$ cat src/rtl/cpu_mem_pkg.sv
// Shared types and encodings for the CPU memory-port arbiter.
// Used by mem_arbiter and its optional watchdog (MEM_ARB_TIMEOUT_EN).
package cpu_mem_pkg;

  typedef enum logic [1:0] {
    IDLE,
    ISSUE,
    WAIT,
    DONE
  } arb_state_t;

  localparam logic OWN_IF   = 1'b0;
  localparam logic OWN_LS   = 1'b1;
  localparam logic RW_READ  = 1'b1;
  localparam logic RW_WRITE = 1'b0;

  // Round-robin pick: on a tie the requester that was not served last wins.
  function automatic logic rr_pick(input logic if_req, input logic ls_req,
                                   input logic last_gnt);
    if (if_req && ls_req) return ~last_gnt;
    else if (ls_req)      return OWN_LS;
    else                  return OWN_IF;
  endfunction

endpackage

$ cat src/rtl/mem_arb_wdog.sv
// WAIT-state watchdog for mem_arbiter; only instantiated when
// MEM_ARB_TIMEOUT_EN is defined.
module mem_arb_wdog
  #(parameter int TIMEOUT = 64)
  (
    input  logic clk,
    input  logic reset,
    input  logic clear,
    input  logic run,
    output logic expired
  );

  localparam int CW = $clog2(TIMEOUT + 1);

  logic [CW-1:0] count;

  always_ff @(posedge clk) begin
    if (reset || clear)
      count <= '0;
    else if (run && (count != CW'(TIMEOUT - 1)))
      count <= count + 1'b1;
  end

  // count holds completed WAIT cycles, so this fires on the TIMEOUT-th one.
  assign expired = run && (count == CW'(TIMEOUT - 1));

endmodule

$ cat src/rtl/mem_arbiter.sv
// Round-robin arbiter sharing the MemControl port between IF and LS.
// Optional WAIT watchdog enabled by defining MEM_ARB_TIMEOUT_EN.
module mem_arbiter
  import cpu_mem_pkg::*;
  #(
    parameter int DWIDTH  = 32,
    parameter int AWIDTH  = 10,
    parameter int TIMEOUT = 64
  )
  (
    input  logic              clk,
    input  logic              reset,
    input  logic              if_req,
    input  logic [AWIDTH-1:0] if_addr,
    output logic              if_gnt,
    output logic              if_done,
    output logic [DWIDTH-1:0] if_rdata,
    input  logic              ls_req,
    input  logic              ls_rw,
    input  logic [AWIDTH-1:0] ls_addr,
    input  logic [DWIDTH-1:0] ls_wdata,
    output logic              ls_gnt,
    output logic              ls_done,
    output logic [DWIDTH-1:0] ls_rdata,
    output logic [AWIDTH-1:0] mem_addr,
    output logic              mem_rw,
    output logic              mem_valid,
    output logic [DWIDTH-1:0] mem_wdata,
    input  logic              mem_ready,
    input  logic [DWIDTH-1:0] mem_rdata,
    output logic              err
  );

  arb_state_t        state, state_next;
  logic              owner_q, last_gnt_q, rw_q, timed_out_q;
  logic [AWIDTH-1:0] addr_q;
  logic [DWIDTH-1:0] wdata_q, if_rdata_q, ls_rdata_q;
  logic              win, timeout_hit;

  assign win = rr_pick(if_req, ls_req, last_gnt_q);

`ifdef MEM_ARB_TIMEOUT_EN
  mem_arb_wdog #(.TIMEOUT(TIMEOUT)) u_wdog (
    .clk     (clk),
    .reset   (reset),
    .clear   (state == ISSUE),
    .run     (state == WAIT),
    .expired (timeout_hit)
  );
`else
  assign timeout_hit = 1'b0;
`endif

  // NOTE: sequential state uses non-blocking assignments so every register
  // samples pre-edge values regardless of block ordering.
  always_ff @(posedge clk) begin
    if (reset) state <= IDLE;
    else       state <= state_next;
  end

  always_ff @(posedge clk) begin
    if (reset) begin
      owner_q     <= OWN_IF;
      last_gnt_q  <= OWN_IF;
      rw_q        <= RW_WRITE;
      addr_q      <= '0;
      wdata_q     <= '0;
      if_rdata_q  <= '0;
      ls_rdata_q  <= '0;
      timed_out_q <= 1'b0;
    end else begin
      case (state)
        IDLE: if (if_req || ls_req) begin
          owner_q <= win;
          addr_q  <= (win == OWN_LS) ? ls_addr : if_addr;
          rw_q    <= (win == OWN_LS) ? ls_rw : RW_READ;
          wdata_q <= (win == OWN_LS && ls_rw == RW_WRITE) ? ls_wdata : '0;
        end
        WAIT: if (mem_ready) begin
          // A ready coinciding with the timeout still counts as success.
          if (rw_q == RW_READ) begin
            if (owner_q == OWN_LS) ls_rdata_q <= mem_rdata;
            else                   if_rdata_q <= mem_rdata;
          end
        end else if (timeout_hit) begin
          timed_out_q <= 1'b1;
        end
        DONE: begin
          last_gnt_q  <= owner_q;
          timed_out_q <= 1'b0;
        end
        default: ;
      endcase
    end
  end

  // NOTE: every output of this block gets a default first, so no path can
  // leave a signal unassigned and infer a latch.
  always_comb begin
    state_next = state;
    if_gnt     = 1'b0;
    ls_gnt     = 1'b0;
    if_done    = 1'b0;
    ls_done    = 1'b0;
    mem_valid  = 1'b0;
    err        = 1'b0;
    case (state)
      IDLE:  if (if_req || ls_req) state_next = ISSUE;
      ISSUE: begin
        mem_valid  = 1'b1;
        if_gnt     = (owner_q == OWN_IF);
        ls_gnt     = (owner_q == OWN_LS);
        state_next = WAIT;
      end
      WAIT: begin
        if_gnt = (owner_q == OWN_IF);
        ls_gnt = (owner_q == OWN_LS);
        if (mem_ready || timeout_hit) state_next = DONE;
      end
      DONE: begin
        if_done    = (owner_q == OWN_IF);
        ls_done    = (owner_q == OWN_LS);
        err        = timed_out_q;
        state_next = IDLE;
      end
      default: state_next = IDLE;
    endcase
  end

  assign mem_addr  = addr_q;
  assign mem_rw    = rw_q;
  assign mem_wdata = (rw_q == RW_WRITE) ? wdata_q : '0;
  assign if_rdata  = if_rdata_q;
  assign ls_rdata  = ls_rdata_q;

endmodule

$ cat config.mk
export PLATFORM = sky130hd
export DESIGN_NAME = mem_arbiter
export DESIGN_NICKNAME = d
export VERILOG_FILES = /design/src/rtl/cpu_mem_pkg.sv /design/src/rtl/mem_arb_wdog.sv /design/src/rtl/mem_arbiter.sv
export SDC_FILE = /design/constraint.sdc
export NUM_CORES = 1
export LEC_CHECK = 0
export CAP_MARGIN = 10
export CORE_MARGIN = 1.5
export CORE_UTILIZATION = 40
export CTS_CLUSTER_DIAMETER = 100
export DETAILED_ROUTE_END_ITERATION = 10
export PLACE_DENSITY = 0.85
export SLEW_MARGIN = 20
export SYNTH_ARGS = -nofsm -noshare
export SYNTH_HDL_FRONTEND = slang
export SYNTH_SLANG_ARGS = --single-unit
$ cat constraint.sdc
create_clock -name clk -period 1.9 [get_ports clk]
set_input_delay 0.19 -clock clk [delete_from_list [all_inputs] [get_ports clk]]
set_output_delay 0.19 -clock clk [all_outputs]
set_load 0.01 [all_outputs]
## Word level (Yosys, flattened, before mapping)

Index checks and enable logic that the tools add are counted.

| cells by class | value |
|---|---|
| add/sub/neg operators | 0 |
| $mul | 0 |
| divide/modulo/power cells | 0 |
| order comparisons | 0 |
| equal/unequal tests | 5 |
| shift operators | 0 |
| muxes and demuxes | 14 |
| bitwise operators | 3 |
| reduce and logical (&&, ||, !) cells | 9 |

Operator list:

| operator | number |
|---|---|
| $mux 32 | 2 |
| $mux 10 | 1 |
| $mux 1 | 8 |
| $pmux 2 s4 | 1 |
| $reduce_and 4->1 | 2 |
| $eq 2x2->1 const B | 2 |
| $mux 2 | 2 |
| $ne 2x2->1 const B | 2 |
| $reduce_and 2->1 | 2 |
| $not 1->1 | 3 |
| $eq 2x1->1 const B | 1 |
| $logic_and 1x1->1 | 2 |
| $logic_not 2->1 | 1 |
| $reduce_or 2->1 | 1 |
| $logic_or 1x1->1 | 1 |

| word-level totals | value |
|---|---|
| flip-flop bits (word level) | 111 |
| bits in latches | 0 |
| bits in writable memories | 0 |
| ROM bits | 0 |
| bits of input ports | 90 |
| output and inout port bits | 113 |
| logic and storage cells | 39 |
| memories | 0 |

## Longest topological paths before layout

| depth | value |
|---|---|
| word-level depth | 4 |
| mapped depth | 7 |
| depth with buffers taken out | 5 |

## Least setup slack after synthesis

Ideal clock, no wire load.

| timing path | value |
|---|---|
| kind | register to register |
| start | register state[0] |
| end | register wdata_q[0] |
| setup time | 0.059 ns |
| data arrival time | 1.315 ns |
| data required time | 1.841 ns |
| slack | 0.526 ns |
| stages on the path, launching flop included | 7 |
| buffers on the path | 1 |
| clock period less this slack | 1.374 ns |
| cell sequence | dfxtp_1 > inv_1 > ha_1 > o21a_1 > nor2_1 > buf_2 > a22o_1 |

| between the ends | value |
|---|---|
| cells in the longest elaborated chain, start to end | 2 |

Ends and longest elaborated chain:

| what | line | source |
|---|---|---|
| from (decl) | mem_arbiter.sv:34 | `arb_state_t state, state_next;` |
| from (signal assigned) | mem_arbiter.sv:58 | `else state <= state_next;` |
| $logic_not 2->1 | mem_arbiter.sv:72 | `case (state)` |
| $reduce_and 2->1 (no line) | -- |  |
| to (signal assigned) | mem_arbiter.sv:77 | `wdata_q <= (win == OWN_LS && ls_rw == RW_WRITE) ? ls_wdata : '0;` |
| to (decl) | mem_arbiter.sv:37 | `logic [DWIDTH-1:0] wdata_q, if_rdata_q, ls_rdata_q;` |

Every way passes these cells.
A chain may end at the register's enable or synchronous reset.

## Final worst setup path

| timing path | value |
|---|---|
| start | register rw_q, in the netlist mem_rw |
| end | output mem_wdata[5] |

| between the ends | value |
|---|---|
| cells in the longest elaborated chain, start to end | 1 |

Ends and longest elaborated chain:

| what | line | source |
|---|---|---|
| from (decl) | mem_arbiter.sv:35 | `logic owner_q, last_gnt_q, rw_q, timed_out_q;` |
| from (signal assigned) | mem_arbiter.sv:76 | `rw_q <= (win == OWN_LS) ? ls_rw : RW_READ;` |
| $mux 32 | mem_arbiter.sv:132 | `assign mem_wdata = (rw_q == RW_WRITE) ? wdata_q : '0;` |
| to (decl) | mem_arbiter.sv:28 | `output logic [DWIDTH-1:0] mem_wdata,` |

Every way passes these cells.

==> results.tsv <==
stage	metric	value	unit
global_routing	largest net degree at the start of global routing	49	
logic_synthesis	post-synthesis sequential area ratio	53.3	%
cells_and_area	Layout Cells excl Fill	808	
worst_setup_path	kind of critical path	reg2out	
timing	Max Fclk	557	MHz
clocking	CTS tree	built	
global_routing	total grt overflow	0	
global_routing	first-pass GRT wire length	18000	um
timing	final hold vios	0	
logic_synthesis	Netlist cell types	27	
logic_synthesis	Cells after Synth	483	
worst_setup_path	Worst Setup EP	mem_wdata[5]	
timing	final setup margin	104	ps
worst_setup_path	crit-path max FO	34	
worst_setup_path	reg2reg start	state[0]	
floorplan	Die Height	105	um
power	overall power	5.61	mW
route	M1 wire length	4820	um
worst_setup_path	r2r worst-path depth	6	
power	Peak VDD IR	0.460	mV
route	routed wl met2	5450	um
logic_synthesis	leading area contributor after synthesis	dfxtp_1	
worst_setup_path	critical-path cell list	buf_12, nor2b_1, clkdlybuf4s50_1	
clocking	postcts setup bufs	0	
worst_setup_path	CP max stage cell	clkdlybuf4s50_1	
route	Routed Antenna Nets	0	
timing	setup TNS	0	ps
floorplan	I/O pin total	203	
logic_synthesis	mean cell area of the mapped netlist	8.64	um^2
logic_synthesis	Top FF cell, synth	dfxtp_1	
global_routing	antenna violations before repair	0	
flow_run	Max Cap Violations	0	
timing	Clock Skew	17.8	ps
power	Lkg Pwr	2.45	nW
timing	Final Critical Period	1800	ps
logic_synthesis	synthesized area	0.00417	mm^2
timing	Final setup viols	0	
route	DRC errors left	0	
floorplan	starting density of the core	40.8	%
logic_synthesis	area share of the leading cell type in the synthesized netlist	53.3	%
global_routing	vias in the first global route	3778	
placement	Inst Count DP	793	
worst_setup_path	Worst Path Arrival	1610	ps
route	Via density	4.87	
cells_and_area	Finished Core Util	63.8	%
clocking	clock root buffer	clkbuf_8	
hold_path	worst min path class	in2reg	
route	drt pass-1 iters	5	
placement	Final GP Congestion	0.810	
placement	PortBufs	201	
clocking	clk_lat worst skew	360	ps
route	Avg WL per Cell	14.0	um
logic_synthesis	number of synthesized flops with an enable pin	0	
worst_setup_path	r2r setup slk	350	ps
worst_setup_path	CP peak stage delay	550	ps
logic_synthesis	syn_nets	577	
logic_synthesis	top cells by area, synth	dfxtp_1, nand2_1, a21oi_1, a22o_1, nor2b_1	
worst_setup_path	crit start category	flop	
placement	DP Worst Slack	158	ps
placement	HPWL Detailed	8160	um
clocking	Max Root-Sink Buffers	2	
status	status	finished, final reports clean	
floorplan	Die Wd	105	um
power	PD cells	859	mW/mm^2
clocking	CTS Sinks	111	
logic_synthesis	Synth Register Bits	111	
worst_setup_path	reg-to-reg endpoint	mem_addr[7]	
clocking	CTS clk-pin slew, worst paths	110	ps
cells_and_area	# diodes	0	
route	met3 routed WL	827	um
cells_and_area	# nets final	762	
clocking	CTS H-tree depth	3	
logic_synthesis	Synth async-reset ratio	0	%
worst_setup_path	Worst Setup SP	mem_rw	
floorplan	Core ar.	0.0102	mm^2
route	Top Metal Used	met4	
route	WL final	11300	um
timing	final cycle utilization of the critical path	94.5	%
worst_setup_path	Worst setup EP type	primary output	
floorplan	die area	0.0111	mm^2
logic_synthesis	synth warn	0	
global_routing	GR Util All Layers	20.2	%
route	Vias	3938	
cells_and_area	Area Growth Syn to Fin	56.5	%
timing	Slew Limit Fails	0	
route	drt initial violations	227	
cells_and_area	layout cells sized above 1	4.76	%
clocking	total CTS buffers	9	
floorplan	row count	37	
timing	unrepaired setup endpoints after global routing	false	
worst_setup_path	WP data required	1710	ps
clocking	CTS hold repair buffers	0	
[cells in the final DEF (no fill, tap or decap), types with 2 or more instances in the layout]
cell / Yosys / layout
nand2_1: 149 / 149
dlymetal6s2s_1: 0 / 6
a311oi_1: 10 / 10
nor2b_1: 34 / 34
a21oi_1: 67 / 67
inv_6: 0 / 2
dlygate4sd2_1: 0 / 2
buf_4: 4 / 4
a22o_1: 32 / 32
and2_1: 2 / 2
dfxtp_2: 0 / 3
buf_12: 0 / 7
o21a_1: 2 / 2
inv_1: 3 / 3
clkbuf_8: 0 / 9
clkinv_4: 0 / 2
ha_1: 4 / 4
nor2_1: 17 / 16
clkdlybuf4s50_1: 0 / 192
dfxtp_1: 111 / 108
nand2b_1: 4 / 4
[per-layer routing]
layer / vias to the layer above / global-route usage (%)
li1: 1968 / -
met1: 1796 / 24.2
met2: 156 / 33.7
met3: 18 / 5.99
met4: 0 / 7.83
met5: - / 0
[timing repair]
action,in CTS,in global routing
setup endpoints to repair,2,6
endpoints found under the hold margin,0,0
gates resized for setup,4,7
[critical path: cells and delay by family (launching register included)]
kind | cells | cell delay, ps
buffers and inverters | 2 | 740
flip-flops | 1 | 370
AND/OR/NAND/NOR | 1 | 150
[Yosys cell counts, drive strengths merged, types with 2 or more instances]
| library cell | instances |
|---|---|
| nor2 | 17 |
| clkbuf | 12 |
| a21oi | 67 |
| nand2b | 4 |
| buf | 26 |
| nor2b | 34 |
| and2 | 2 |
| o21a | 2 |
| inv | 3 |
| dfxtp | 111 |
| a22o | 32 |
| a311oi | 10 |
| ha | 4 |
| nand2 | 149 |
[sequential cells by signal (all words and copies together), names as in the netlist]
register    flops
if_rdata       32
mem_rw          1
wdata_q        32
mem_addr       10
ls_rdata       32
last_gnt_q      1
owner_q         1
state           2
[worst min path at each step]
stage,from,to,slack (ps),cells after the start
floorplan,ls_wdata[0],wdata_q[0],320,1
global placement,ls_rdata[30],ls_rdata[30],440,2
detailed placement,if_rdata[6],if_rdata[6],450,2
CTS,reset,wdata_q[24],270,3
global route,reset,wdata_q[24],280,3
finish,reset,wdata_q[24],290,3
[cell type report]
cell class              instances  area (um^2)
flip-flops and latches        111         2230
clock inverters                 5         65.1
fillers                       833         3700
multi-input cells             331         1740
well taps                     136          170
inverters                       3         11.3
repair buffers                212         2190
clock buffers                  10          128
[stage by stage]
step	instance area [um^2]	hold slack (ps)
after floorplan	4170	323
after global placement	6320	441
after detailed placement	6320	447
after CTS	6510	271
after global routing	6530	278
final	6530	290
[logic make-up (layout without fill, tap and decap cells)]
family | count (synthesis) | in the layout | share of synthesized area, %
buffers and inverters | 41 | 230 | 5.13
adder cells (fa/ha/maj) | 4 | 4 | 1.20
flip-flops | 111 | 111 | 53.3
AO/OA/AOI/OAI | 114 | 114 | 17.9
multiplexers | 1 | 1 | 0.240
other | 1 | 1 | 0.0899
AND/OR/NAND/NOR | 211 | 211 | 22.1
[report_power, final]
part | internal [mW] | total, mW | switching, mW
logic | 0.827 | 1.54 | 0.709
clock network | 0.618 | 1.38 | 0.759
registers | 2.55 | 2.70 | 0.146
Note: power is estimated with default switching activity, not from simulation.
